### src/rtl/bpsk_pkg.sv
// Shared defaults and helpers for the BPSK hard-decision demapper.
// Polarity constant fixes which sign of the soft sample decides a 1.
package bpsk_pkg;

  localparam int unsigned SW_DEF     = 8;
  localparam int unsigned DW_DEF     = 8;
  localparam int unsigned THRESH_DEF = 4;
  localparam int unsigned CW_DEF     = 16;

  // Bit value decided for a non-negative sample (transmit map 1 -> +1).
  localparam logic BPSK_BIT_POS = 1'b1;

  // Magnitude of a sign-extended sample; one extra bit so the most negative
  // value maps to +2^31 instead of wrapping.
  function automatic logic [32:0] sat_mag(input logic signed [31:0] x);
    logic signed [32:0] xe;
    xe = {x[31], x};
    return x[31] ? -xe : xe;
  endfunction

endpackage

### src/rtl/bpsk_demapper_if.sv
// Symbol-in / word-out handshake bundle for bpsk_demapper.
// slave: the demapper side; master: the source/sink side.
interface bpsk_demapper_if
  import bpsk_pkg::*;
#(
  parameter int unsigned SW = SW_DEF,
  parameter int unsigned DW = DW_DEF,
  parameter int unsigned CW = CW_DEF
);

  logic signed [SW-1:0] sym_i;
  logic                 sym_valid_i;
  logic                 sym_ready_o;
  logic                 sync_clr_i;
  logic [DW-1:0]        dout_o;
  logic                 dout_valid_o;
  logic                 dout_ready_i;
  logic [CW-1:0]        lowconf_cnt_o;

  modport slave (
    input  sym_i, sym_valid_i, sync_clr_i, dout_ready_i,
    output sym_ready_o, dout_o, dout_valid_o, lowconf_cnt_o
  );

  modport master (
    output sym_i, sym_valid_i, sync_clr_i, dout_ready_i,
    input  sym_ready_o, dout_o, dout_valid_o, lowconf_cnt_o
  );

endinterface

### src/rtl/bpsk_bit_packer.sv
// Packs decided bits MSB-first into DW-bit words with a valid/ready output.
// Only the word-completing bit can stall, and only while the output is held.
module bpsk_bit_packer #(
  parameter int unsigned DW = 8
) (
  input  logic          clk,
  input  logic          rst,
  input  logic          i_accept,
  input  logic          i_bit,
  input  logic          i_clr,
  input  logic          i_dout_ready,
  output logic          o_ready,
  output logic [DW-1:0] o_dout,
  output logic          o_dout_valid
);

  localparam int unsigned     CntW    = $clog2(DW);
  localparam logic [CntW-1:0] LastCnt = CntW'(DW - 1);

  logic [CntW-1:0] r_cnt;
  logic [DW-2:0]   r_shift;
  logic [DW-1:0]   r_dout;
  logic            r_valid;

  logic            w_last;
  logic            w_load;
  logic [DW-1:0]   w_word;

  assign w_last  = (r_cnt == LastCnt);
  assign w_word  = {r_shift, i_bit};
  assign w_load  = i_accept & w_last;
  assign o_ready = ~(w_last & r_valid & ~i_dout_ready);

  always_ff @(posedge clk) begin
    if (rst) begin
      r_cnt   <= '0;
      r_shift <= '0;
      r_dout  <= '0;
      r_valid <= 1'b0;
    end else begin
      if (i_clr) begin
        r_cnt   <= '0;
        r_shift <= '0;
      end else if (i_accept) begin
        r_shift <= w_word[DW-2:0];
        r_cnt   <= w_last ? '0 : r_cnt + CntW'(1);
      end
      // A new word loading outranks the drain of the old one.
      if (w_load) begin
        r_dout  <= w_word;
        r_valid <= 1'b1;
      end else if (r_valid && i_dout_ready) begin
        r_valid <= 1'b0;
      end
    end
  end

  assign o_dout       = r_dout;
  assign o_dout_valid = r_valid;

endmodule

### src/rtl/bpsk_demapper.sv
// BPSK sign slicer with optional DBPSK decoding (BPSK_DIFF_DECODE_EN),
// bit packer and saturating low-confidence decision counter.
module bpsk_demapper
  import bpsk_pkg::*;
#(
  parameter int unsigned SW     = SW_DEF,
  parameter int unsigned DW     = DW_DEF,
  parameter int unsigned THRESH = THRESH_DEF,
  parameter int unsigned CW     = CW_DEF
) (
  input logic             clk,
  input logic             rst,
  bpsk_demapper_if.slave  bus
);

  logic               w_pk_ready;
  logic               w_accept;
  logic               w_dec;
  logic               w_bit;
  logic               w_low;
  logic signed [31:0] w_sym_ext;
  logic [32:0]        w_mag;
  logic [CW-1:0]      r_lowconf;

  assign bus.sym_ready_o = w_pk_ready & ~bus.sync_clr_i;
  assign w_accept        = bus.sym_valid_i & bus.sym_ready_o;

  // Exact zero counts as non-negative.
  assign w_dec = bus.sym_i[SW-1] ? ~BPSK_BIT_POS : BPSK_BIT_POS;

`ifdef BPSK_DIFF_DECODE_EN
  logic r_ref;

  assign w_bit = w_dec ^ r_ref;

  always_ff @(posedge clk) begin
    if (rst || bus.sync_clr_i) begin
      r_ref <= 1'b0;
    end else if (w_accept) begin
      r_ref <= w_dec;
    end
  end
`else
  assign w_bit = w_dec;
`endif

  assign w_sym_ext = 32'($signed(bus.sym_i));
  assign w_mag     = sat_mag(w_sym_ext);
  assign w_low     = (w_mag < 33'(THRESH));

  always_ff @(posedge clk) begin
    if (rst || bus.sync_clr_i) begin
      r_lowconf <= '0;
    end else if (w_accept && w_low && (r_lowconf != {CW{1'b1}})) begin
      r_lowconf <= r_lowconf + CW'(1);
    end
  end

  assign bus.lowconf_cnt_o = r_lowconf;

  bpsk_bit_packer #(
    .DW (DW)
  ) u_packer (
    .clk          (clk),
    .rst          (rst),
    .i_accept     (w_accept),
    .i_bit        (w_bit),
    .i_clr        (bus.sync_clr_i),
    .i_dout_ready (bus.dout_ready_i),
    .o_ready      (w_pk_ready),
    .o_dout       (bus.dout_o),
    .o_dout_valid (bus.dout_valid_o)
  );

endmodule

### src/flat_wrapper.sv
// flat-port wrapper written by rule: the top's interface ports become plain ports
module bpsk_demapper_flat import bpsk_pkg::*;
#(
  parameter int unsigned SW     = SW_DEF,
  parameter int unsigned DW     = DW_DEF,
  parameter int unsigned THRESH = THRESH_DEF,
  parameter int unsigned CW     = CW_DEF
)
  (clk, rst, bus_sym_i, bus_sym_valid_i, bus_sync_clr_i, bus_dout_ready_i, bus_sym_ready_o, bus_dout_o, bus_dout_valid_o, bus_lowconf_cnt_o);
  bpsk_demapper_if #(.SW(SW), .DW(DW), .CW(CW)) bus_i ();
  input logic clk;
  input logic rst;
  input wire logic [$bits(bus_i.sym_i)-1:0] bus_sym_i;
  input wire logic [$bits(bus_i.sym_valid_i)-1:0] bus_sym_valid_i;
  input wire logic [$bits(bus_i.sync_clr_i)-1:0] bus_sync_clr_i;
  input wire logic [$bits(bus_i.dout_ready_i)-1:0] bus_dout_ready_i;
  output wire logic [$bits(bus_i.sym_ready_o)-1:0] bus_sym_ready_o;
  output wire logic [$bits(bus_i.dout_o)-1:0] bus_dout_o;
  output wire logic [$bits(bus_i.dout_valid_o)-1:0] bus_dout_valid_o;
  output wire logic [$bits(bus_i.lowconf_cnt_o)-1:0] bus_lowconf_cnt_o;
  assign bus_i.sym_i = bus_sym_i;
  assign bus_i.sym_valid_i = bus_sym_valid_i;
  assign bus_i.sync_clr_i = bus_sync_clr_i;
  assign bus_i.dout_ready_i = bus_dout_ready_i;
  assign bus_sym_ready_o = bus_i.sym_ready_o;
  assign bus_dout_o = bus_i.dout_o;
  assign bus_dout_valid_o = bus_i.dout_valid_o;
  assign bus_lowconf_cnt_o = bus_i.lowconf_cnt_o;
  bpsk_demapper #(.SW(SW), .DW(DW), .THRESH(THRESH), .CW(CW)) u_core (.clk(clk), .rst(rst), .bus(bus_i));
endmodule
### config.mk
export PLATFORM = sky130hd
export DESIGN_NAME = bpsk_demapper_flat
export DESIGN_NICKNAME = d
export VERILOG_FILES = /design/src/rtl/bpsk_pkg.sv /design/src/rtl/bpsk_demapper_if.sv /design/src/rtl/bpsk_bit_packer.sv /design/src/rtl/bpsk_demapper.sv /design/src/flat_wrapper.sv
export SDC_FILE = /design/constraint.sdc
export NUM_CORES = 1
export LEC_CHECK = 0
export CAP_MARGIN = 20
export CORE_MARGIN = 2
export CORE_UTILIZATION = 45
export CTS_CLUSTER_DIAMETER = 30
export DETAILED_ROUTE_END_ITERATION = 12
export PLACE_DENSITY = 0.73
export RECOVER_POWER = 50
export SLEW_MARGIN = 20
export SYNTH_ARGS = -nofsm -noshare
export SYNTH_HDL_FRONTEND = slang
export SYNTH_HIERARCHICAL = 1
export SYNTH_SLANG_ARGS = --single-unit
### constraint.sdc
create_clock -name clk -period 2.8 [get_ports clk]
set_input_delay 0.56 -clock clk [delete_from_list [all_inputs] [get_ports clk]]
set_output_delay 0.56 -clock clk [all_outputs]
set_load 0.03 [all_outputs]
==> impl_metrics.ini <==
[power]
p_leak_uw = 0.000770
vdd_ir_drop_max_mv = 0.279
combPwrFrac_pct = 5.5
clkPwrFrac_pct = 40.6
p_sw_share_pct = 20.8
finalPower_uw = 926
seqPwrFrac_pct = 53.9
p_per_area_nw_per_um2 = 445
switching_power_uw = 192
intPower_uw = 734

[synthesis]
synth_compound_area_share_pct = 17.2
synth_nets = 198
synth_area_leader_cell = dfxtp_1
synth_adder_area_share_pct = 2.29
syn_inst = 182
ys_ff_latch = 35
seq_area_frac_synth_pct = 42.7
synth_top_area_share_pct = 42.7
synthMuxAreaShare_pct = 5.49
synth-simple-area-share_pct = 24.0
synth_area_sq_um = 1640
yosysWarnings = 6
netlist_top_cells_area = dfxtp_1 43%, a21oi_1 5.8%, mux2i_1 5.5%, a21bo_2 4.9%, nand3_1 4.6%
synth_xor_area_share_pct = 2.14
syn_area_per_cell_sq_um = 9.01
synth_top_family_by_area = simple AND/OR/NAND/NOR gates
synth.distinct_cells = 37

[critical_path]
crit_slowest_cell = clkdlybuf4s50_1
critPathArrivalTime_ps = 1980
reg2reg_slack_ps = 460
crit_path_max_fanout = 3
critPathCaptureType = output port
r2r-start = u_core/u_packer/r_cnt[0]
worstPathRequired_ps = 2240
crit_path_start_kind = flop
r2r-end = u_core/u_packer/r_cnt[0]
cp_num_buf_inv = 1
rr_worst_depth = 9
cpLargestDelayFamily = buffers and inverters
worstSetupPathType = flop to output port
path_common_cell = ha_1
path_cells = ha_1 > ha_1 > nand3b_1 > nor2b_1 > clkdlybuf4s50_1
slowest_delay_ps = 680

[clock_tree]
cts_setup_buffers = 0
clk_path_buf_depth = 2
clkLatencyLatePin_ps = 330
clock-root-buffer = clkbuf_4
clock-sinks = 35
cts_htree_levels = 2
ctsHoldBuffers = 0
ctsResizeCount = 0
cts_tree = done
numCtsBuffers = 5
clk_pin_slew_ps = 100

[sta]
max-slew-margin-rel_pct = 47.1
tightest_slew_ps = 791
fin_skew_ps = 8.86
setup_ws_ps = 257
fin_crit_sh_pct = 90.8
slew_viol_final = 0
setup_violations = 0
setup-tns-final_ps = 0
finalHoldViolCount = 0
max_freq_mhz = 393
grt_setup_unrepaired = no
period_needed_ps = 2540

[die]
die_h_um = 64.4
num_rows = 21
dieArea_sq_um = 4140
coreArea_sq_um = 3420
die_w_um = 64.4
pin_count = 39
start_util_pct = 48.0

[flow_run]
max_cap_violations = 0

[placement]
portBuffers = 38
dpl.hpwl_um = 2470
place_congestion = 0.765
dpl_worst_slack_ps = 230

[global_routing]
first_global_vias = 1311
grt_max_degree = 29
grt_use_total_pct = 18.2
grt_pass1_wl_um = 5910
antenna_found_initial = 0
overflow = 0

[drt]
via_per_inst = 5.55
drt_iter0_markers = 99
ant_nets = 0
vias = 1466
drcViolationCount = 0
firstDrtPassIters = 4
drt-total-wl_um = 3570
post_drt_wl_per_cell_um = 13.5

[cells_and_area]
nFillCells = 290
insertedDiodeCount = 0
postLayoutCoreUtil_pct = 60.9
area_growth_pct = 26.9
final_net_count = 233
drive_gt1_share_pct = 9.63

[hold_path]
hold_depth = 2
hp-class = flop to flop
hp-start = u_core/u_packer/o_dout_valid
holdPathEnd = u_core/u_packer/o_dout_valid

[status]
status = complete, no violations
==> layout make-up <==
cell class | instances | area, sq um | share of cell area [%]
flip-flops and latches | 35 | 701 | 33.7
well taps | 46 | 57.6 | 2.77
multi-input cells | 132 | 832 | 40.0
repair buffers | 40 | 393 | 18.9
clock inverters | 2 | 35.0 | 1.68
inverters | 3 | 11.3 | 0.541
clock buffers | 6 | 51.3 | 2.47
==> Yosys cell counts (all sizes together) <==
| cell | n |
|---|---|
| a21bo | 8 |
| a21oi | 20 |
| and2 | 1 |
| and3 | 3 |
| and4 | 2 |
| buf | 10 |
| clkbuf | 2 |
| dfxtp | 35 |
| ha | 3 |
| inv | 3 |
| mux2i | 9 |
| nand2 | 6 |
| nand2b | 2 |
| nand3 | 15 |
| nand3b | 1 |
| nand4 | 6 |
| nor2 | 16 |
| nor2b | 1 |
| nor3 | 1 |
| nor4 | 4 |
| nor4b | 1 |
| o211ai | 2 |
| o21ai | 12 |
| o2bb2a | 1 |
| o2bb2ai | 1 |
| or2 | 2 |
| or3 | 10 |
| or3b | 1 |
| xnor2 | 3 |
| xor2 | 1 |
==> power groups by stage <==
stage | logic [uW] | registers [uW] | clock network (uW)
after floorplan | 30.3 | 511 | 0
final | 51.2 | 499 | 375
after detailed placement | 51.7 | 511 | 0
after global placement | 50.5 | 511 | 0
after global routing | 55.4 | 500 | 408
after CTS | 52.1 | 499 | 386
==> worst max-delay path by stage <==
stage,slack [ps],from,to,cells past startpoint
after floorplan,140,u_core/u_packer/r_cnt[0],u_core/bus.lowconf_cnt_o[11],12
after global placement,290,bus_dout_ready_i,bus_sym_ready_o,4
after detailed placement,230,bus_sym_i[7],u_core/bus.lowconf_cnt_o[9],6
after CTS,250,u_core/u_packer/r_cnt[0],bus_sym_ready_o,5
after global routing,140,u_core/u_packer/r_cnt[0],bus_sym_ready_o,5
final,260,u_core/u_packer/r_cnt[0],bus_sym_ready_o,5
==> layer usage <==
metal  part of all wire (%)  vias to the layer above  GRT usage (%)
li1                       -                      723              -
met4                    2.1                        0           7.18
met1                     45                      681           21.4
met5                      0                        -              0
met2                     46                       53           30.7
met3                    6.6                        9           5.81
==> through the flow <==
stage / hold slack [ps] / instances / area [sq um]
after floorplan: 457 / 182 / 1640
after global placement: 472 / 256 / 2000
after detailed placement: 481 / 256 / 2000
after CTS: 497 / 264 / 2090
after global routing: 529 / 264 / 2080
final: 490 / 264 / 2080
==> placed cells by master (no fill, tap or decap), types with 2 or more instances in the layout <==
master and count:
a21bo_2 8, a21oi_1 19, and3_1 3, and4_1 2, clkbuf_4 5, clkdlybuf4s50_1 17
dfxtp_1 35, dlygate4sd3_1 21, ha_1 3, inv_1 3, mux2i_1 9, nand2_1 6
nand2b_1 2, nand3_1 15, nand4_1 6, nor2_1 16, nor4_1 4, o21ai_0 10
o21ai_1 2, or3_1 10, xnor2_1 3
==> registers in the layout, summed over array words and instances, names as in the netlist <==
register,cells
u_core/bus.lowconf_cnt_o,16
u_core/u_packer/o_dout,8
u_core/u_packer/o_dout_valid,1
u_core/u_packer/r_cnt,3
u_core/u_packer/r_shift,7
==> logic make-up (layout without fill, tap and decap cells) <==
group,Yosys count,in the layout
buffers and inverters,15,51
xor gates and xnor gates,4,4
muxes,9,9
adders and majority gates,3,3
and+or+nand+nor,72,72
AOI/OAI and AO/OA,44,44
DFF,35,35
==> worst min-delay path: stages, from the launching register on <==
cell and delay, ps:
dfxtp_1 330, nand2b_1 70, a21oi_1 50
Note: power is estimated with default switching activity, not from simulation.
==> variant 1: new RTL, config.mk and constraints unchanged <==
Build with the macro `BPSK_DIFF_DECODE_EN` defined.
--- a/src/rtl/bpsk_demapper.sv
+++ b/src/rtl/bpsk_demapper.sv
@@ -1,5 +1,7 @@
 // BPSK sign slicer with optional DBPSK decoding (BPSK_DIFF_DECODE_EN),
 // bit packer and saturating low-confidence decision counter.
+`define BPSK_DIFF_DECODE_EN
+
 module bpsk_demapper
   import bpsk_pkg::*;
 #(
Function: changed (Yosys sat finds a counterexample within 10 cycles, from zero or initial values and one cycle with rst high).
==> variant 1 against the unedited design <==
Largest cell class unchanged. Synthesized area rose by 4.8%. Largest power group unchanged. Setup slack got worse by 100 ps. Fmax down 3.9%. Count of clock-buffer cells in the layout is the same. Sequential power rose by 3%. Routed wire length grew 1.8%. Total power grew 10%. Sequential cell count grew 1. Cell area up 8.2%.
==> variant 1: results (changes against the unedited design) <==
met3 routed WL 141 microns (-40%); count of plain and timing-repair buffers 46 (+15%); placed cell count 272 (+6.3%); GPL Wtd Cong 0.7903 (+3.3%); ClkCell Share 4.778% (+0.63 points); top cells by count, synth 36 x dfxtp_1, 19 x nor2_1, 16 x nand3_1; Final HPWL DP 2.649 mm (+7.4%); Inverters 4 (+1); Leak 0.7940 nW (+3.1%); Netlist cell types 43 (+16%); met3 global-route usage 5.111% (-0.70 points); layout cells sized above 1 12.93% (+3.3 points); status finished clean; Seq area share 32.00% (-1.7 points); largest net degree at the start of global routing 20 (-31%); multi-input gates 138 (+4.5%); final WL 3.634 mm (+1.8%); first-pass GRT wire length 6.237 mm (+5.5%); buffering overhead 19.22% (+0.34 points); placed cell area 0.002152 sq mm (+7.4%); number of global-route vias before repair 1350 (+3.0%); actual slew at the worst max-slew pin 861.1 ps (+69.92 ps); arrival time of the worst setup path 2080 ps (+100 ps); Syn Std Cell Area 0.001719 sq mm (+4.8%); CTS clk-pin slew, worst paths 70 ps (-30 ps); Worst-Skew Late Latency 280 ps (-50 ps); Syn Inst Count 189 (+3.8%); Layout area overhead 31.00%; Switch Pwr 213.0 uW (+11%); nets@finish 247 (+6.0%); met2 usage 29.04% (-1.7 points); global routing met1 resource utilization 25.27% (+3.8 points); sequential share of the synthesized area 41.92% (-0.79 points); total global-route track usage 18.45% (+0.23 points); area of the multi-input gates 915.9 sq um (+10%); # clock sinks 36 (+2.9%); clk root buf clkbuf_8; 1st-iter DRT viols 92 (-7.1%); skew final 3.560 ps (-5.301 ps); Max VDD drop 0.3693 mV (+32%); vias per cell 5.400 (-2.8%); pre-CTS setup slack -55.95 ps (-285.6 ps); Mapped Nets 205 (+3.5%); combinational share of power 6.1% (+0.6 points); WL met1 1.862 mm (+15%)
==> variant 1: path summary, 6_finish.rpt <==
check                                                start                           to  slack, ps  cells after the start
worst max-delay path                      bus_dout_ready_i              bus_sym_ready_o        160                      4
worst max register to register    u_core/u_packer/r_cnt[0]  u_core/bus.lowconf_cnt_o[9]        370                      8
worst min register to register  u_core/u_packer/r_shift[6]    u_core/u_packer/o_dout[7]        490                      2
worst min-delay path            u_core/u_packer/r_shift[6]    u_core/u_packer/o_dout[7]        490                      2
==> variant 1: kinds of logic (layout without fill, tap and decap cells) <==
group,count (synthesis),count (layout),synth area share (%)
buffers and inverters,15,58,5.239
xor gates and xnor gates,5,5,2.547
AOI/OAI and AO/OA,45,45,19.22
DFF,36,36,41.92
muxes,11,11,6.405
and+or+nand+nor,74,74,22.49
adders and majority gates,3,3,2.184
==> variant 1: critical path, stage by stage <==
cell and delay [ps]:
dlygate4sd3_1 530, nand3b_1 130, nor2b_4 160, clkdlybuf4s50_1 700
==> variant 2: new RTL, config.mk and constraints unchanged <==
Made on the original files. The package constant `DW_DEF` goes from 8 to 4.
--- a/src/rtl/bpsk_pkg.sv
+++ b/src/rtl/bpsk_pkg.sv
@@ -3,7 +3,7 @@
 package bpsk_pkg;
 
   localparam int unsigned SW_DEF     = 8;
-  localparam int unsigned DW_DEF     = 8;
+  localparam int unsigned DW_DEF     = 4;
   localparam int unsigned THRESH_DEF = 4;
   localparam int unsigned CW_DEF     = 16;
 
Interface: changed (resized bus_dout_o); port bits go from 39 to 35. No check against the original RTL was run, so the function may have changed too.
==> variant 2 against the unedited design <==
Die area shrank 22%. Count of clock-buffer cells in the layout shrank 3. Non-clock buffer count shrank 4. Total power shrank 27%. Routed wire length shrank 25%. Setup slack lost 18 ps. Synthesized area shrank 23%. Critical endpoint unchanged. Clock skew shrank 2.6 ps. Cell area shrank 21%. Sequential cell count shrank 9.
==> variant 2: results (changes against the unedited design) <==
Hold Path End u_core/u_packer/o_dout[1]; Vias 1167 (-20%); Max VDD drop 0.6034 mV (+120%); met2 WL 1.339 mm (-19%); sequential share of the synthesized area 41.19% (-1.5 points); placed cell count 204 (-20%); non-filler cells, final 208 (-21%); Netlist cell types 35 (-5.4%); Syn Area/Cell 8.715 sq um (-3.3%); fill count 241 (-17%); Compound-Gate Fraction of Synth Area 17.92% (+0.68 points); global routing met1 resource utilization 19.71% (-1.7 points); Clock Path Buffers 2 (unchanged); Sw Ratio 19.93% (-0.83 points); CTS clk-pin slew, worst paths 140 ps (+40 ps); wire per inst 12.80 microns (-5.3%); Critical Path Sink bus_sym_ready_o; pre-CTS setup slack 232.0 ps (+2.361 ps); first-pass GRT wire length 4.298 mm (-27%); worst hold slack 498.8 ps (+8.505 ps); Reg2Reg Depth 8 (-1); CTS Buf Count 3 (-2); number of global-route vias before repair 1033 (-21%); status finished clean; P_clk 256 uW (-32%); highest routed layer met4; Seq group 372 uW (-25%); met3 routed WL 99 microns (-58%); hold path cells 2 (unchanged); layout cells sized above 1 7.345% (-2.3 points); TritonRoute pass-1 iters 6 (+2); WL met1 1.191 mm (-26%); 1st-iter DRT viols 17 (-83%); Final HPWL DP 1.970 mm (-20%); Adder-Cell Fraction of Synth Area 1.980% (-0.31 points); CTS H-tree depth 1 (-1); post-synthesis mux area share 3.168% (-2.3 points); HP Start u_core/u_packer/r_shift[0]; top cells by count, synth 26 x dfxtp_1, 15 x a21oi_1, 11 x nand3_1; Synth Area in XOR/XNOR 2.772% (+0.64 points); Setup WS post-layout 239.7 ps (-17.77 ps); CP Max Fanout 11 (+8); top cells by area, synth dfxtp_1 41%, a21oi_1 5.9%, or3_1 5.0%; nets@finish 193 (-17%); combinational group power 46.1 uW (-10%); Leak 0.5849 nW (-24%); skew final 6.238 ps (-2.623 ps); max_slew headroom 50.33% (+3.2 points); number of I/O port buffers 34 (-11%); largest net degree at the start of global routing 24 (-17%); Mapped Nets 160 (-19%); total global-route track usage 16.32% (-1.9 points); R2R setup slack 380 ps (-80 ps); GPL Wtd Cong 0.6722 (-12%); met3 global-route usage 4.989% (-0.82 points); placed cell area 0.001605 sq mm (-20%); arrival time of the worst setup path 2000 ps (+20 ps); met2 usage 28.24% (-2.5 points)
-- variant 2: changes by cell type after synthesis, sizes merged, moves of 2 or more --
cell / change
dfxtp: -9
nor2: -9
buf: -6
a21oi: -5
mux2i: -5
a21bo: -4
nand3: -4
nor3: +4
clkbuf: +2
-- variant 2: cells by family after synthesis --
family | Yosys count
adder cells (fa/ha/maj) | 2
buffers and inverters | 11
AND/OR/NAND/NOR | 62
flip-flops | 26
multiplexers | 4
AO/OA/AOI/OAI | 36
XOR/XNOR | 4
-- variant 2: worst max-delay path: stages (launching register included) --
cell and delay, ps:
dfxtp_1 350, ha_1 320, nand3b_1 130, nor2b_1 180, clkdlybuf4s50_1 690
-- variant 2: final cells by class --
class	count	area (sq um)	area share [%]
tap	31	38.79	2.345
timing repair buffer	36	351.6	21.26
sequential	26	520.5	31.47
multi-input combinational	108	679.4	41.07
clock inverter	1	30.03	1.815
clock buffer	3	22.52	1.362
inverter	3	11.26	0.6808
